===== config.mk =====
export PLATFORM = sky130hd
export DESIGN_NAME = pipe1_unmul_div
export DESIGN_NICKNAME = d
export VERILOG_FILES = /design/src/rtl/pipe1_pkg.sv /design/src/rtl/pipe1_div_step.sv /design/src/rtl/pipe1_unmul_div.sv
export SDC_FILE = /design/constraint.sdc
export NUM_CORES = 1
export LEC_CHECK = 0
export CORE_UTILIZATION = 45
export DETAILED_ROUTE_END_ITERATION = 10
export PLACE_DENSITY_LB_ADDON = 0.3
export SLEW_MARGIN = 20
export SYNTH_ARGS = -nofsm -noshare
export SYNTH_HDL_FRONTEND = slang
export SYNTH_HIERARCHICAL = 1
export SYNTH_SLANG_ARGS = --single-unit

===== constraint.sdc =====
create_clock -name clk -period 7.5 [get_ports clk]
set_input_delay 1.5 -clock clk [delete_from_list [all_inputs] [get_ports clk]]
set_output_delay 1.5 -clock clk [all_outputs]
set_load 0.02 [all_outputs]

===== src/rtl/pipe1_pkg.sv =====
// Shared definitions for the x3*D pipeline family: default width, FSM encoding
// and the bit-counter width derived from the default width.
package pipe1_pkg;

    localparam int N_DEF = 10;
    localparam int CW    = $clog2(N_DEF);

    typedef enum logic [1:0] {
        IDLE = 2'd0,
        CALC = 2'd1,
        DONE = 2'd2
    } state_t;

endpackage


===== src/rtl/pipe1_div_step.sv =====
// One restoring-division step: shift the next dividend bit into the partial
// remainder, subtract the divisor when it fits, and emit that quotient bit.
module pipe1_div_step
    import pipe1_pkg::*;
#(
    parameter int N = N_DEF
) (
    input  logic [N-1:0] p,
    input  logic         bit_in,
    input  logic [N-1:0] d,
    output logic [N-1:0] p_next,
    output logic         q
);

    logic [N:0] p_shift;

    assign p_shift = {p, bit_in};
    assign q       = (p_shift >= {1'b0, d});
    // When q=0 the shifted value is below d, so it fits in N bits.
    assign p_next  = q ? N'(p_shift - {1'b0, d}) : p_shift[N-1:0];

endmodule


===== src/rtl/pipe1_unmul_div.sv =====
// Iterative restoring divider recovering x3 = F / D (and F % D) from the x3*D
// product, one quotient bit per clock, valid/ready on both sides.
module pipe1_unmul_div
    import pipe1_pkg::*;
#(
    parameter int N = N_DEF
) (
    input  logic         clk,
    input  logic         rst_n,
    input  logic         in_valid,
    output logic         in_ready,
    input  logic [0:N-1] F,
    input  logic [0:N-1] D,
    output logic         out_valid,
    input  logic         out_ready,
    output logic [N-1:0] X,
    output logic [N-1:0] R,
    output logic         div_zero
);

    localparam int CNT_W = (N > 1) ? $clog2(N) : 1;

    state_t             state;
    logic [CNT_W-1:0]   cnt;
    logic [N-1:0]       p_q;
    logic [N-1:0]       q_q;
    logic [N-1:0]       d_q;
    logic [N-1:0]       x_q;
    logic [N-1:0]       r_q;
    logic               dz_q;
    logic [N-1:0]       p_next;
    logic               q_bit;

    // q_q starts as the dividend and fills with quotient bits as it shifts out.
    pipe1_div_step #(.N(N)) u_step (
        .p      (p_q),
        .bit_in (q_q[N-1]),
        .d      (d_q),
        .p_next (p_next),
        .q      (q_bit)
    );

    // NOTE: sequential state uses non-blocking assignments so every register
    // samples pre-edge values, independent of statement order.
    always_ff @(posedge clk or negedge rst_n) begin
        if (!rst_n) begin
            state <= IDLE;
            cnt   <= '0;
            p_q   <= '0;
            q_q   <= '0;
            d_q   <= '0;
            x_q   <= '0;
            r_q   <= '0;
            dz_q  <= 1'b0;
        end else begin
            case (state)
                IDLE: begin
                    if (in_valid) begin
                        d_q <= D;
                        if (D == '0) begin
                            x_q   <= '1;
                            r_q   <= F;
                            dz_q  <= 1'b1;
                            state <= DONE;
                        end else begin
                            q_q   <= F;
                            p_q   <= '0;
                            cnt   <= CNT_W'(N - 1);
                            state <= CALC;
                        end
                    end
                end
                CALC: begin
                    p_q <= p_next;
                    q_q <= {q_q[N-2:0], q_bit};
                    cnt <= cnt - CNT_W'(1);
                    if (cnt == '0) begin
                        x_q   <= {q_q[N-2:0], q_bit};
                        r_q   <= p_next;
                        dz_q  <= 1'b0;
                        state <= DONE;
                    end
                end
                DONE: begin
                    if (out_ready) state <= IDLE;
                end
                default: state <= IDLE;
            endcase
        end
    end

    // Gating with rst_n keeps in_ready low while reset is held.
    assign in_ready  = rst_n && (state == IDLE);
    assign out_valid = (state == DONE);
    assign X         = x_q;
    assign R         = r_q;
    assign div_zero  = dz_q;

endmodule


==> impl_results.md <==
- Area grow syn2layout: 22.59%
- Die height: around 86 um
- Initial drt markers: approximately 120
- Io pins: 47
- Post-DR wirelength/cell: about 15 um
- Antenna violations before repair: 0
- Initial cell density of the core: a little under half
- Syn. warnings: 6
- Final wirelength: ~6.7 mm
- PortBufs: 46
- Synthesized flop and latch total: 57
- Sequential share of power: a little over a quarter
- Hold bufs inserted after CTS: 0
- Seq/Total Area, Yosys: approximately 45%
- TNS Setup: 0 ns
- Sw frac: 40.47%
- Combinational fraction of design power: between 50% and 60%
- Cts bufs inserted: 9
- Final setup fails: 0
- Worst slew margin: 30.19%
- Worst Path Max Fanout: 58
- Hold Path Class: reg -> reg
- Final nets: ~380
- Syn Area/Cell: around 11 um^2
- Origin of the worst min-delay path: div_zero$_DFFE_PN0P_
- Clock transition at path regs: around 0.07 ns
- First-pass GRT wire length: 11.47 mm
- Clk pwr share: a little over an eighth
- Fin. max-slew vios: 0
- Setup crit start kind: input port
- Routed Antenna Nets: 0
- Final WS setup: around 3 ns
- Clock Latency Late Sink: 0.33 ns
- Status: completed
- 1st-pass router iterations: 4
- Synth Flop Type: dfrtp_1
- VDD IR-drop max: between 0.00015 and 0.0002 V
- Min Tclk post-route: approximately 4.5 ns
- Max frequency: between 200 and 250 MHz
- Cts repair resizes: 0
- Crit Path Class: in -> out
- Die area: around 7300 um^2
- CTS sink cnt: 57
- Min Hold Slack: ~0.5 ns
- Core Footprint: between 6000 and 7000 um^2
- Final core occ: a little under three fifths
- Worst setup startpoint: rst_n
- Skew final: ~0.0044 ns
- Unrepaired setup endpoints after global routing: no
- Area contributors post-synth: dfrtp_1, mux2_4, nand2_1, ha_1, mux2_2
- Synth area leader: dfrtp_1
- Critical path data arrival time: ~3.0 ns
- GP Congestion: slightly below 0.8
- Synthesized area: roughly 3200 um^2
- Antenna cells: 0
- Congestion Overflow GR: 0
- Power Density: 546.8 nW/um^2
- EDFF count, synth: 0
- Post-route clock period utilization: roughly 60%
- DRC: 0
- Drt via density: between 5 and 6
- Root buffer cell: clkbuf_8
- CP Capture Type: output pin
- Async SR Flop Fraction: 100.0%
- Die Wd: around 86 um
- Internal: 0.001258 W
- Count leader, synth: dfrtp_1
- Post-synth top area share: a little under half
- Distinct cells, synth: 49
- Layout cells sized above 1: approximately 18%
- Final Hold Violating Endpoints: 0
- Leak: between 1.5 and 2 nW
- Max cap viols: 0
- GRT Overall Usage: around a fifth
- TritonCTS clock tree: yes
- Switching power: 0.0008548 W
- Site Rows: 30
- Cells after Synth: between 200 and 300
- Syn_nets: between 300 and 400
- Largest net degree at the start of global routing: between 50 and 60
- H-tree depth: 3
- Least-Margin Pin Slew: roughly 1.0 ns
- Worst Path Required: about 6.0 ns
- Pre-CTS setup slack: approximately 3.0 ns
- Commonest cells in the netlist: dfrtp_1, nand2_1, nor2_1
- Via Count: approximately 2,300
- DP HPWL: between 4 and 5 mm
- Reg2reg start: state[1]$_DFFE_PN0P_
- Final Total Pwr: 0.002113 W
- Vias in the first global route: ~2,400
- Post-CTS Setup Inserts: 0
- CTS Buffer Depth: 2
[routing by layer]
layer | up-vias | wire length, um | share of wire, % | GRT usage (%)
met5 | - | 0 | 0 | 0
met4 | 0 | 126 | 1.9 | 8.485
met3 | 13 | 232 | 3.5 | 3.080
met2 | 57 | 3133 | 47 | 31.71
met1 | 1125 | 3194 | 48 | 27.79
li1 | 1139 | - | - | -
[layout make-up]
class,count,area (um^2)
Clock buffer,12,155.1
Clock inverter,3,40.04
Fill cell,611,2930
Inverter,18,70.07
Multi-Input combinational cell,208,1582
Sequential cell,57,1426
Tap cell,96,120.1
Timing Repair Buffer,48,470.5
[final timing paths]
kind	end	slack [ns]	depth (start not counted)
max	in_ready	3.01	4
min	div_zero$_DFFE_PN0P_	0.50	1
max reg2reg	R[0]$_DFFE_PN0P_	4.27	4
min reg2reg	div_zero$_DFFE_PN0P_	0.50	1
max in group asynchronous	p_q[9]$_DFFE_PN0P_	5.71	2
min in group asynchronous	div_zero$_DFFE_PN0P_	1.31	2
[cell families (layout without fill, tap and decap cells)]
logic type	count (synthesis)	count (layout)	synth area share, %
mux	30	30	12.43
fa+ha+maj	13	13	5.399
buf+inv	31	81	4.566
flops	57	57	45.26
xor+xnor	8	8	2.223
compound gates	59	59	15.17
simple gates	98	98	14.97
[cells in the final DEF (no fill, tap or decap), drive strengths merged, types with 3 or more instances in the layout]
| cell type | n |
|---|---|
| xnor2 | 6 |
| o21ai | 5 |
| nor4 | 13 |
| a21oi | 8 |
| mux2 | 28 |
| a22o | 9 |
| nand2 | 50 |
| dfrtp | 57 |
| nor2 | 20 |
| ha | 12 |
| o21a | 3 |
| o21ba | 9 |
| buf | 3 |
| a21o | 3 |
| nand3 | 5 |
| clkdlybuf4s50 | 45 |
| clkbuf | 12 |
| inv | 18 |
| a31oi | 9 |
[critical path, cell delays in order]
cell and delay (ns):
buf_2 0.08, buf_4 0.58, and2_1 0.22, clkdlybuf4s50_1 0.60
[stage by stage]
| stage | cell area (um^2) | std cells |
|---|---|---|
| after floorplan | 3152 | 296 |
| after global placement | 3669 | 427 |
| after detailed placement | 3669 | 427 |
| after CTS | 3864 | 442 |
| after global routing | 3864 | 442 |
| final | 3864 | 442 |
[sequential cells by signal, summed over array words and instances (netlist names)]
signal,cells
cnt,4
div_zero,1
R,10
q_q,10
p_q,10
d_q,10
X,10
state,2
[power by group through the flow]
stage               clock network (W)  registers, W  logic, W
CTS                          0.000295      0.000573   0.00125
finish                       0.000289      0.000572   0.00125
global route                 0.000308      0.000594   0.00138
floorplan                           0      0.000615  0.000901
global placement                    0      0.000572   0.00122
detailed placement                  0      0.000576   0.00125
Power figures use the tool's default switching activity.
